<file path="src/rtl/seg_pattern_decoder_if.sv">
// Segment-bus receive interface: raw active-low patterns in, decoded pair out.
// err_count exists only when SEG_ERRCNT_EN is defined.
interface seg_pattern_decoder_if #(
  parameter int CNT_W = 8
);
  logic [6:0] seg;
  logic [6:0] seg2;
  logic       out_ready;
  logic [3:0] data;
  logic [3:0] data2;
  logic       out_valid;
  logic       err;
  logic       err2;
`ifdef SEG_ERRCNT_EN
  logic [CNT_W-1:0] err_count;

  modport master (
    output seg, seg2, out_ready,
    input  data, data2, out_valid, err, err2, err_count
  );
  modport slave (
    input  seg, seg2, out_ready,
    output data, data2, out_valid, err, err2, err_count
  );
`else
  modport master (
    output seg, seg2, out_ready,
    input  data, data2, out_valid, err, err2
  );
  modport slave (
    input  seg, seg2, out_ready,
    output data, data2, out_valid, err, err2
  );
`endif
endinterface

</file>
<file path="src/rtl/seg_pattern_decoder.sv">
// Glitch-filtered 7-segment decoder for two channels with a latest-wins valid/ready output.
// Optional SEG_ERRCNT_EN adds a saturating unknown-pattern counter.
module seg_chan #(
  parameter int STABLE_CYCLES = 4
) (
  input  logic       clk,
  input  logic       rst,
  input  logic [6:0] seg_in,
  output logic [3:0] code_nxt,
  output logic       chg,
  output logic       unk,
  output logic       err
);
  localparam logic [7:0] S = 8'(STABLE_CYCLES);

  logic [6:0] prev;
  logic [7:0] cnt, cnt_nxt;
  logic [3:0] code_q, dec;
  logic       known, commit;

  always_comb begin
    known = 1'b1;
    dec   = 4'hB;
    case (seg_in)
      7'b1000000: dec = 4'h0;
      7'b1111001: dec = 4'h1;
      7'b0100100: dec = 4'h2;
      7'b0110000: dec = 4'h3;
      7'b0011001: dec = 4'h4;
      7'b0010010: dec = 4'h5;
      7'b0000010: dec = 4'h6;
      7'b1111000: dec = 4'h7;
      7'b1110111: dec = 4'h8;
      7'b1111110: dec = 4'h9;
      7'b0101011: dec = 4'hA;
      7'b1111111: dec = 4'hB;
      7'b1000010: dec = 4'hF;
      default:    known = 1'b0;
    endcase
  end

  // A pattern change restarts the count; with S==1 that restart is itself the commit.
  always_comb begin
    if (seg_in == prev) cnt_nxt = (cnt >= S) ? S : cnt + 8'd1;
    else                cnt_nxt = 8'd1;
    commit   = (cnt_nxt == S) && ((cnt != S) || (seg_in != prev));
    chg      = commit && known && (dec != code_q);
    unk      = commit && !known;
    code_nxt = chg ? dec : code_q;
  end

  always_ff @(posedge clk) begin
    if (rst) begin
      prev   <= 7'b1111111;
      cnt    <= 8'd0;
      code_q <= 4'hB;
      err    <= 1'b0;
    end else begin
      prev   <= seg_in;
      cnt    <= cnt_nxt;
      code_q <= code_nxt;
      if (commit) err <= !known;
    end
  end
endmodule

module seg_pattern_decoder #(
  parameter int STABLE_CYCLES = 4,
  parameter int CNT_W         = 8
) (
  input logic clk,
  input logic rst,
  seg_pattern_decoder_if.slave bus
);
  typedef enum logic {IDLE, PEND} state_t;

  logic [1:0][6:0] seg_in;
  logic [1:0][3:0] code_nxt;
  logic [1:0]      chg, unk, err_v;
  state_t          state, state_nxt;

  assign seg_in = {bus.seg2, bus.seg};

  for (genvar i = 0; i < 2; i++) begin : g_ch
    seg_chan #(.STABLE_CYCLES(STABLE_CYCLES)) u_ch (
      .clk      (clk),
      .rst      (rst),
      .seg_in   (seg_in[i]),
      .code_nxt (code_nxt[i]),
      .chg      (chg[i]),
      .unk      (unk[i]),
      .err      (err_v[i])
    );
  end

  assign bus.err  = err_v[0];
  assign bus.err2 = err_v[1];

  always_ff @(posedge clk) begin
    if (rst) state <= IDLE;
    else     state <= state_nxt;
  end

  always_comb begin
    state_nxt = state;
    case (state)
      IDLE:    if (|chg) state_nxt = PEND;
      PEND:    if (!(|chg) && bus.out_ready) state_nxt = IDLE;
      default: state_nxt = IDLE;
    endcase
  end

  always_comb begin
    bus.out_valid = (state == PEND);
  end

  // Any event reloads both codes, so the newest pair always wins.
  always_ff @(posedge clk) begin
    if (rst) begin
      bus.data  <= 4'hB;
      bus.data2 <= 4'hB;
    end else if (|chg) begin
      bus.data  <= code_nxt[0];
      bus.data2 <= code_nxt[1];
    end
  end

`ifdef SEG_ERRCNT_EN
  logic [CNT_W-1:0] ecnt;
  logic [CNT_W:0]   esum;

  always_comb begin
    esum = {1'b0, ecnt} + (CNT_W+1)'(unk[0]) + (CNT_W+1)'(unk[1]);
  end

  always_ff @(posedge clk) begin
    if (rst)            ecnt <= '0;
    else if (esum[CNT_W]) ecnt <= '1;
    else                ecnt <= esum[CNT_W-1:0];
  end

  assign bus.err_count = ecnt;
`endif
endmodule
</file>
<file path="src/flat_wrapper.sv">
// flat-port wrapper written by rule: the top's interface ports become plain ports
module seg_pattern_decoder_flat 
#(
  parameter int STABLE_CYCLES = 4,
  parameter int CNT_W         = 8
)
  (clk, rst, bus_seg, bus_seg2, bus_out_ready, bus_data, bus_data2, bus_out_valid, bus_err, bus_err2);
  seg_pattern_decoder_if #(.CNT_W(CNT_W)) bus_i ();
  input logic clk;
  input logic rst;
  input wire logic [$bits(bus_i.seg)-1:0] bus_seg;
  input wire logic [$bits(bus_i.seg2)-1:0] bus_seg2;
  input wire logic [$bits(bus_i.out_ready)-1:0] bus_out_ready;
  output wire logic [$bits(bus_i.data)-1:0] bus_data;
  output wire logic [$bits(bus_i.data2)-1:0] bus_data2;
  output wire logic [$bits(bus_i.out_valid)-1:0] bus_out_valid;
  output wire logic [$bits(bus_i.err)-1:0] bus_err;
  output wire logic [$bits(bus_i.err2)-1:0] bus_err2;
  assign bus_i.seg = bus_seg;
  assign bus_i.seg2 = bus_seg2;
  assign bus_i.out_ready = bus_out_ready;
  assign bus_data = bus_i.data;
  assign bus_data2 = bus_i.data2;
  assign bus_out_valid = bus_i.out_valid;
  assign bus_err = bus_i.err;
  assign bus_err2 = bus_i.err2;
  seg_pattern_decoder #(.STABLE_CYCLES(STABLE_CYCLES), .CNT_W(CNT_W)) u_core (.clk(clk), .rst(rst), .bus(bus_i));
endmodule
</file>
<file path="config.mk">
export PLATFORM = sky130hd
export DESIGN_NAME = seg_pattern_decoder_flat
export DESIGN_NICKNAME = d
export VERILOG_FILES = /design/src/rtl/seg_pattern_decoder_if.sv /design/src/rtl/seg_pattern_decoder.sv /design/src/flat_wrapper.sv
export SDC_FILE = /design/constraint.sdc
export NUM_CORES = 1
export LEC_CHECK = 0
export BUFFER_PORTS_ARGS = -buffer_cell sky130_fd_sc_hd__buf_4
export CAP_MARGIN = 10
export CORE_MARGIN = 2
export CORE_UTILIZATION = 45
export CTS_CLUSTER_DIAMETER = 60
export CTS_CLUSTER_SIZE = 30
export DETAILED_ROUTE_END_ITERATION = 8
export PLACE_DENSITY_LB_ADDON = 0.15
export SYNTH_ARGS = -nofsm -noshare
export SYNTH_HDL_FRONTEND = slang
export SYNTH_SLANG_ARGS = --single-unit
export TNS_END_PERCENT = 100
</file>
<file path="constraint.sdc">
create_clock -name clk -period 3.1 [get_ports clk]
set_input_delay 0.62 -clock clk [delete_from_list [all_inputs] [get_ports clk]]
set_output_delay 0.62 -clock clk [all_outputs]
set_load 0.05 [all_outputs]
</file>
## After elaboration in Yosys (flattened, before gate mapping)

Cells that the tools add are included.

| storage, ports and cells | value |
|---|---|
| flip-flop bits (word level) | 49 |
| input port bits | 17 |
| output and inout port bits | 11 |

| cells by class | value |
|---|---|
| add/subtract/negate cells | 2 |
| $lt $le $gt $ge | 2 |
| equality and inequality tests | 36 |
| multiplexer cells | 13 |
| bitwise logic cells | 1 |
| reduce and logical (&&, ||, !) cells | 15 |

Operator list:

| kind | number |
|---|---|
| $eq A7 B7 Y1 const B | 14 |
| $pmux W4 S12 | 2 |
| $eq A7 B6 Y1 const B | 6 |
| $mux W8 | 4 |
| $eq A7 B5 Y1 const B | 4 |
| $reduce_or A13 Y1 | 2 |
| $add A8 B1 Y8 const B | 2 |
| $eq A8 B3 Y1 const B | 2 |
| $ge A8 B3 Y1 const B | 2 |
| $ne A8 B3 Y1 const B | 2 |
| $eq A7 B2 Y1 const B | 2 |
| $eq A7 B7 Y1 | 2 |
| $ne A7 B7 Y1 | 2 |
| $mux W4 | 2 |
| $ne A4 B4 Y1 | 2 |
| $logic_and A1 B1 Y1 | 7 |
| $mux W1 | 4 |
| $logic_not A1 Y1 | 3 |
| $logic_or A1 B1 Y1 | 2 |
| $pmux W1 S2 | 1 |
| $reduce_or A2 Y1 | 1 |
| $not A1 Y1 | 1 |

## Logic depth before layout (Yosys ltp)

| logic depth | value |
|---|---|
| depth after elaboration | 12 |
| gate-level depth with buffers | 11 |

## By module

Synthesis repeated with hierarchy kept, for this count alone.

| unflattened totals | value |
|---|---|
| cells, all modules | 351 |
| area, all modules | 3,034.2 sq um |

By module, submodules not included:

| module | times used | cells each | area each (sq um) |
|---|---|---|---|
| seg_chan | 2 | 155 | 1,340.0 |
| seg_pattern_decoder | 1 | 41 | 354.1 |

## Least setup slack after synthesis

OpenSTA, ideal clock, no wires.

| path | value |
|---|---|
| path type | input to register |
| from | in bus_seg2[4] |
| to | reg u_core.bus.data2[0] |
| arrival | 2,792 ps |
| data required time | 2,979 ps |
| slack | 186 ps |
| stages | 8 |
| buffers on the path | 1 |
| cell sequence | buf_6 -> or4_1 -> a21o_1 -> o221a_1 -> o311a_1 -> o41a_4 -> nor2_8 -> mux2_4 |

| between the ends | value |
|---|---|
| cells in the longest elaborated chain, start to end | 7 |
| elaborated cells between the ends (all ways) | 27 |

Ends and longest elaborated chain:

| what | line | text |
|---|---|---|
| from (decl) | flat_wrapper.sv:12 | `input wire logic [$bits(bus_i.seg2)-1:0] bus_seg2;` |
| $eq A7 B7 Y1 | seg_pattern_decoder.sv:44 | `if (seg_in == prev) cnt_nxt = (cnt >= S) ? S : cnt + 8'd1;` |
| $mux W8 | seg_pattern_decoder.sv:44 |  |
| $eq A8 B3 Y1 | seg_pattern_decoder.sv:46 | `commit = (cnt_nxt == S) && ((cnt != S) \|\| (seg_in != prev));` |
| $logic_and A1 B1 Y1 | seg_pattern_decoder.sv:46 |  |
| $logic_and A1 B1 Y1 (2 in a row) | seg_pattern_decoder.sv:47 | `chg = commit && known && (dec != code_q);` |
| $mux W4 or $reduce_or A2 Y1 (tied branches) | seg_pattern_decoder.sv:49, seg_pattern_decoder.sv:122 |  |
| to (signal assigned) | seg_pattern_decoder.sv:124 | `bus.data2 <= code_nxt[1];` |
| to (decl) | seg_pattern_decoder_if.sv:32 | `output data, data2, out_valid, err, err2` |

Parallel ways exist; a longest one is shown, timed or not.
A chain may end at the register's enable or synchronous reset.

## Final worst setup path

| path | value |
|---|---|
| from | in bus_seg[2] |
| to | reg u_core.bus.data2[0] |

| between the ends | value |
|---|---|
| cells in the longest elaborated chain, start to end | 7 |
| elaborated cells between the ends (all ways) | 26 |

Ends and longest elaborated chain:

| what | line | text |
|---|---|---|
| from (decl) | flat_wrapper.sv:11 | `input wire logic [$bits(bus_i.seg)-1:0] bus_seg;` |
| $eq A7 B7 Y1 | seg_pattern_decoder.sv:44 |  |
| $mux W8 | seg_pattern_decoder.sv:44 |  |
| $eq A8 B3 Y1 | seg_pattern_decoder.sv:46 |  |
| $logic_and A1 B1 Y1 | seg_pattern_decoder.sv:46 |  |
| $logic_and A1 B1 Y1 | seg_pattern_decoder.sv:47 |  |
| $logic_and A1 B1 Y1 * | seg_pattern_decoder.sv:47 |  |
| $reduce_or A2 Y1 * | seg_pattern_decoder.sv:122 | `end else if (\|chg) begin` |

Mark *: on every way between the ends. The rest lies on a longest branch, timed or not.

==> impl_metrics.csv <==
group,metric,value,unit
status,outcome,"finished clean",
yosys,syn_avg_cell_area,9.034,sq um
setup_path,regToRegSetupSlack,0.71,ns
clocking,cts_sinks,49,
timing,finalCritPeriodShare,0.8954,
layout,final_nets,370,
route,vias,2276,
layout,final_util,0.5461,
placement,hpwl,3975,um
timing,fmax,360.3,MHz
route,avgViaCountPerCell,5.355,
clocking,htreeDepth,2,
route,drt_wl_total,5386,um
yosys,yosys-top-cells-area,"dfxtp_1, or2_2, xnor2_1",
route,drtAntennaViolNets,0,
global_routing,grt_antenna_before_repair,0,
yosys,async_flop_share,0,
power_and_ir_drop,leakage,1.326,nW
route,routedWlPerCell,12.67,um
setup_path,critPathKind,"input pin to flip-flop",
timing,setup_viol,0,
placement,place_area,0.003143,sq mm
setup_path,required,3.30,ns
layout,drive_above_1_share,0.2743,
timing,skew,0.005668,ns
timing,worstMarginPinSlew,0.6643,ns
job,cap_violations,0,
route,drc,0,
power_and_ir_drop,pwr_density_cell,368.7,mW/mm^2
clocking,clk_pin_slew_worst_paths,0.09,ns
clocking,post_cts_buffers,0,
yosys,synth_flop_cell,"dfxtp_1",
clocking,cts_tree,"yes",
yosys,synthCells,304,
floorplan,core,0.005921,sq mm
timing,slew_viol_final,0,
yosys,ys_ff_latch,49,
clocking,cts_root_buf,"clkbuf_8",
clocking,clock_path_buffers,2,
yosys,synth_edf_count,0,
layout,stdcell_area,0.003233,sq mm
layout,syn2layout_area_growth,17.72,%
clocking,cts_hold_buf,0,
floorplan,rows,28,
clocking,clk_latency,0.30,ns
power_and_ir_drop,p_switching,308.8,uW
power_and_ir_drop,power_frac_comb,0.135,
timing,slew_headroom,0.5515,
yosys,yosysSeqAreaShare,0.3572,
yosys,synth_cell_types,60,
yosys,ys_warn_count,0,
floorplan,dieArea,0.006744,sq mm
yosys,yosysTopAreaCellShare,0.3572,
floorplan,die_h,82.12,um
floorplan,fp.dieW,82.12,um
yosys,yosys.area.top_type,"dfxtp_1",
placement,io_buffers,27,
route,dr.pass1.iters,4,
placement,gp_congestion,0.8160,
global_routing,grt_max_degree,38,
clocking,cts_resized,0,
worst_hold_path,hold_path_class,"flip-flop to flip-flop",
power_and_ir_drop,p_int,883.3,uW
floorplan,pin_count,28,
setup_path,endpoint_kind,"flip-flop",
power_and_ir_drop,p_clk_frac,0.315,
timing,min_period,2.776,ns
yosys,yosys-top-cells-count,"dfxtp_1, nor2_1, or2_2",
setup_path,crit_path_start_kind,"input pin",
yosys,syn_area,0.002746,sq mm
placement,place_inst,417,
power_and_ir_drop,ir_worst_vdd,0.2180,mV
global_routing,grt_first_pass_wirelength,9177,um
route,drtIter0Drc,76,
power_and_ir_drop,seq_power_share,0.549,
power_and_ir_drop,netSwitchingFraction,0.2590,
clocking,cts_buffers,5,
layout,n_antenna_cell,0,
layout,fin_cells,425,
global_routing,grt_pass1_vias,2037,
setup_path,critPathMaxFanout,12,
global_routing,track_usage,0.1718,
global_routing,grt_overflow,0,
timing,rsz0062_at_grt,"no",
timing,finalHoldViolCount,0,
yosys,yosysMostFrequentCell,"dfxtp_1",
floorplan,initial_core_util,0.4639,
setup_path,arrival,2.97,ns
-- power by group through the flow --
stage                     sequential, mW  clock (mW)  combinational [mW]
after global routing               0.657       0.415               0.181
after detailed placement           0.670           0               0.161
after floorplan                    0.670           0               0.111
final                              0.655       0.376               0.161
after CTS                          0.655       0.394               0.162
after global placement             0.669           0               0.160
-- sequential cells by signal, summed over array words and instances (netlist names) --
| signal | flops |
|---|---|
| u_core.bus.out_valid | 1 |
| u_core.g_ch.u_ch.err | 2 |
| u_core.bus.data2 | 4 |
| u_core.g_ch.u_ch.prev | 14 |
| u_core.g_ch.u_ch.cnt | 16 |
| u_core.g_ch.u_ch.code_q | 8 |
| u_core.bus.data | 4 |
-- routing by layer --
metal	vias to the layer above	GRT usage	wire length (um)
met2	41	0.2886	2589
met1	1058	0.2236	2547
met5	-	0	0
li1	1173	-	-
met3	4	0.03696	203
met4	0	0.04500	46
-- kinds of logic after synthesis --
group	share of synthesized area
other	0.001365
AOI/OAI and AO/OA	0.1599
buffers and inverters	0.05649
xor gates and xnor gates	0.08292
muxes	0.04556
DFF	0.3572
and+or+nand+nor	0.2784
adders and majority gates	0.01822
-- critical path, cell delays in order --
cell	delay, ns
buf_4	0.15
nand2b_1	0.15
or4_1	0.47
o221a_2	0.35
nor4bb_1	0.26
nor3_1	0.09
o31a_4	0.37
nor2_8	0.20
mux2_4	0.31
-- placed cells by master (no fill, tap or decap), types with 8 or more instances in the layout --
master,instances
inv_1,11
a21oi_1,9
dfxtp_1,49
nand3_1,8
nor2_1,22
conb_1,10
or2_2,21
xnor2_1,14
buf_4,51
nand2_1,11
xor2_1,12
nor3_1,12
-- final timing paths --
check / startpoint / endpoint / depth (start not counted)
worst max-delay path: bus_seg[2] / u_core.bus.data2[0] / 9
worst min-delay path: u_core.bus.out_valid / u_core.bus.out_valid / 2
worst max register to register: u_core.g_ch[0].u_ch.cnt[0] / u_core.bus.data[0] / 11
worst min register to register: u_core.bus.out_valid / u_core.bus.out_valid / 2
-- layout make-up --
class	instances	area [sq um]
flip-flops and latches	49	980.9
inverters	11	41.29
clock buffers	5	68.82
fillers	555	2688
clock inverters	3	21.27
multi-input cells	231	1644
well taps	75	93.84
repair buffers	51	382.9
-- per-stage QoR --
step / TNS, ns / hold WS (ns) / power, mW / worst slack (ns)
after global routing: 0 / 0.5108 / 1.253 / 0.2131
after CTS: 0 / 0.4853 / 1.211 / 0.3336
after detailed placement: -0.01250 / 0.4717 / 0.8312 / -0.005592
after global placement: 0 / 0.4739 / 0.8292 / 0.03171
final: 0 / 0.4815 / 1.192 / 0.3242
after floorplan: 0 / 0.4821 / 0.7813 / 0.1865
(Power assumes the default switching activity.)
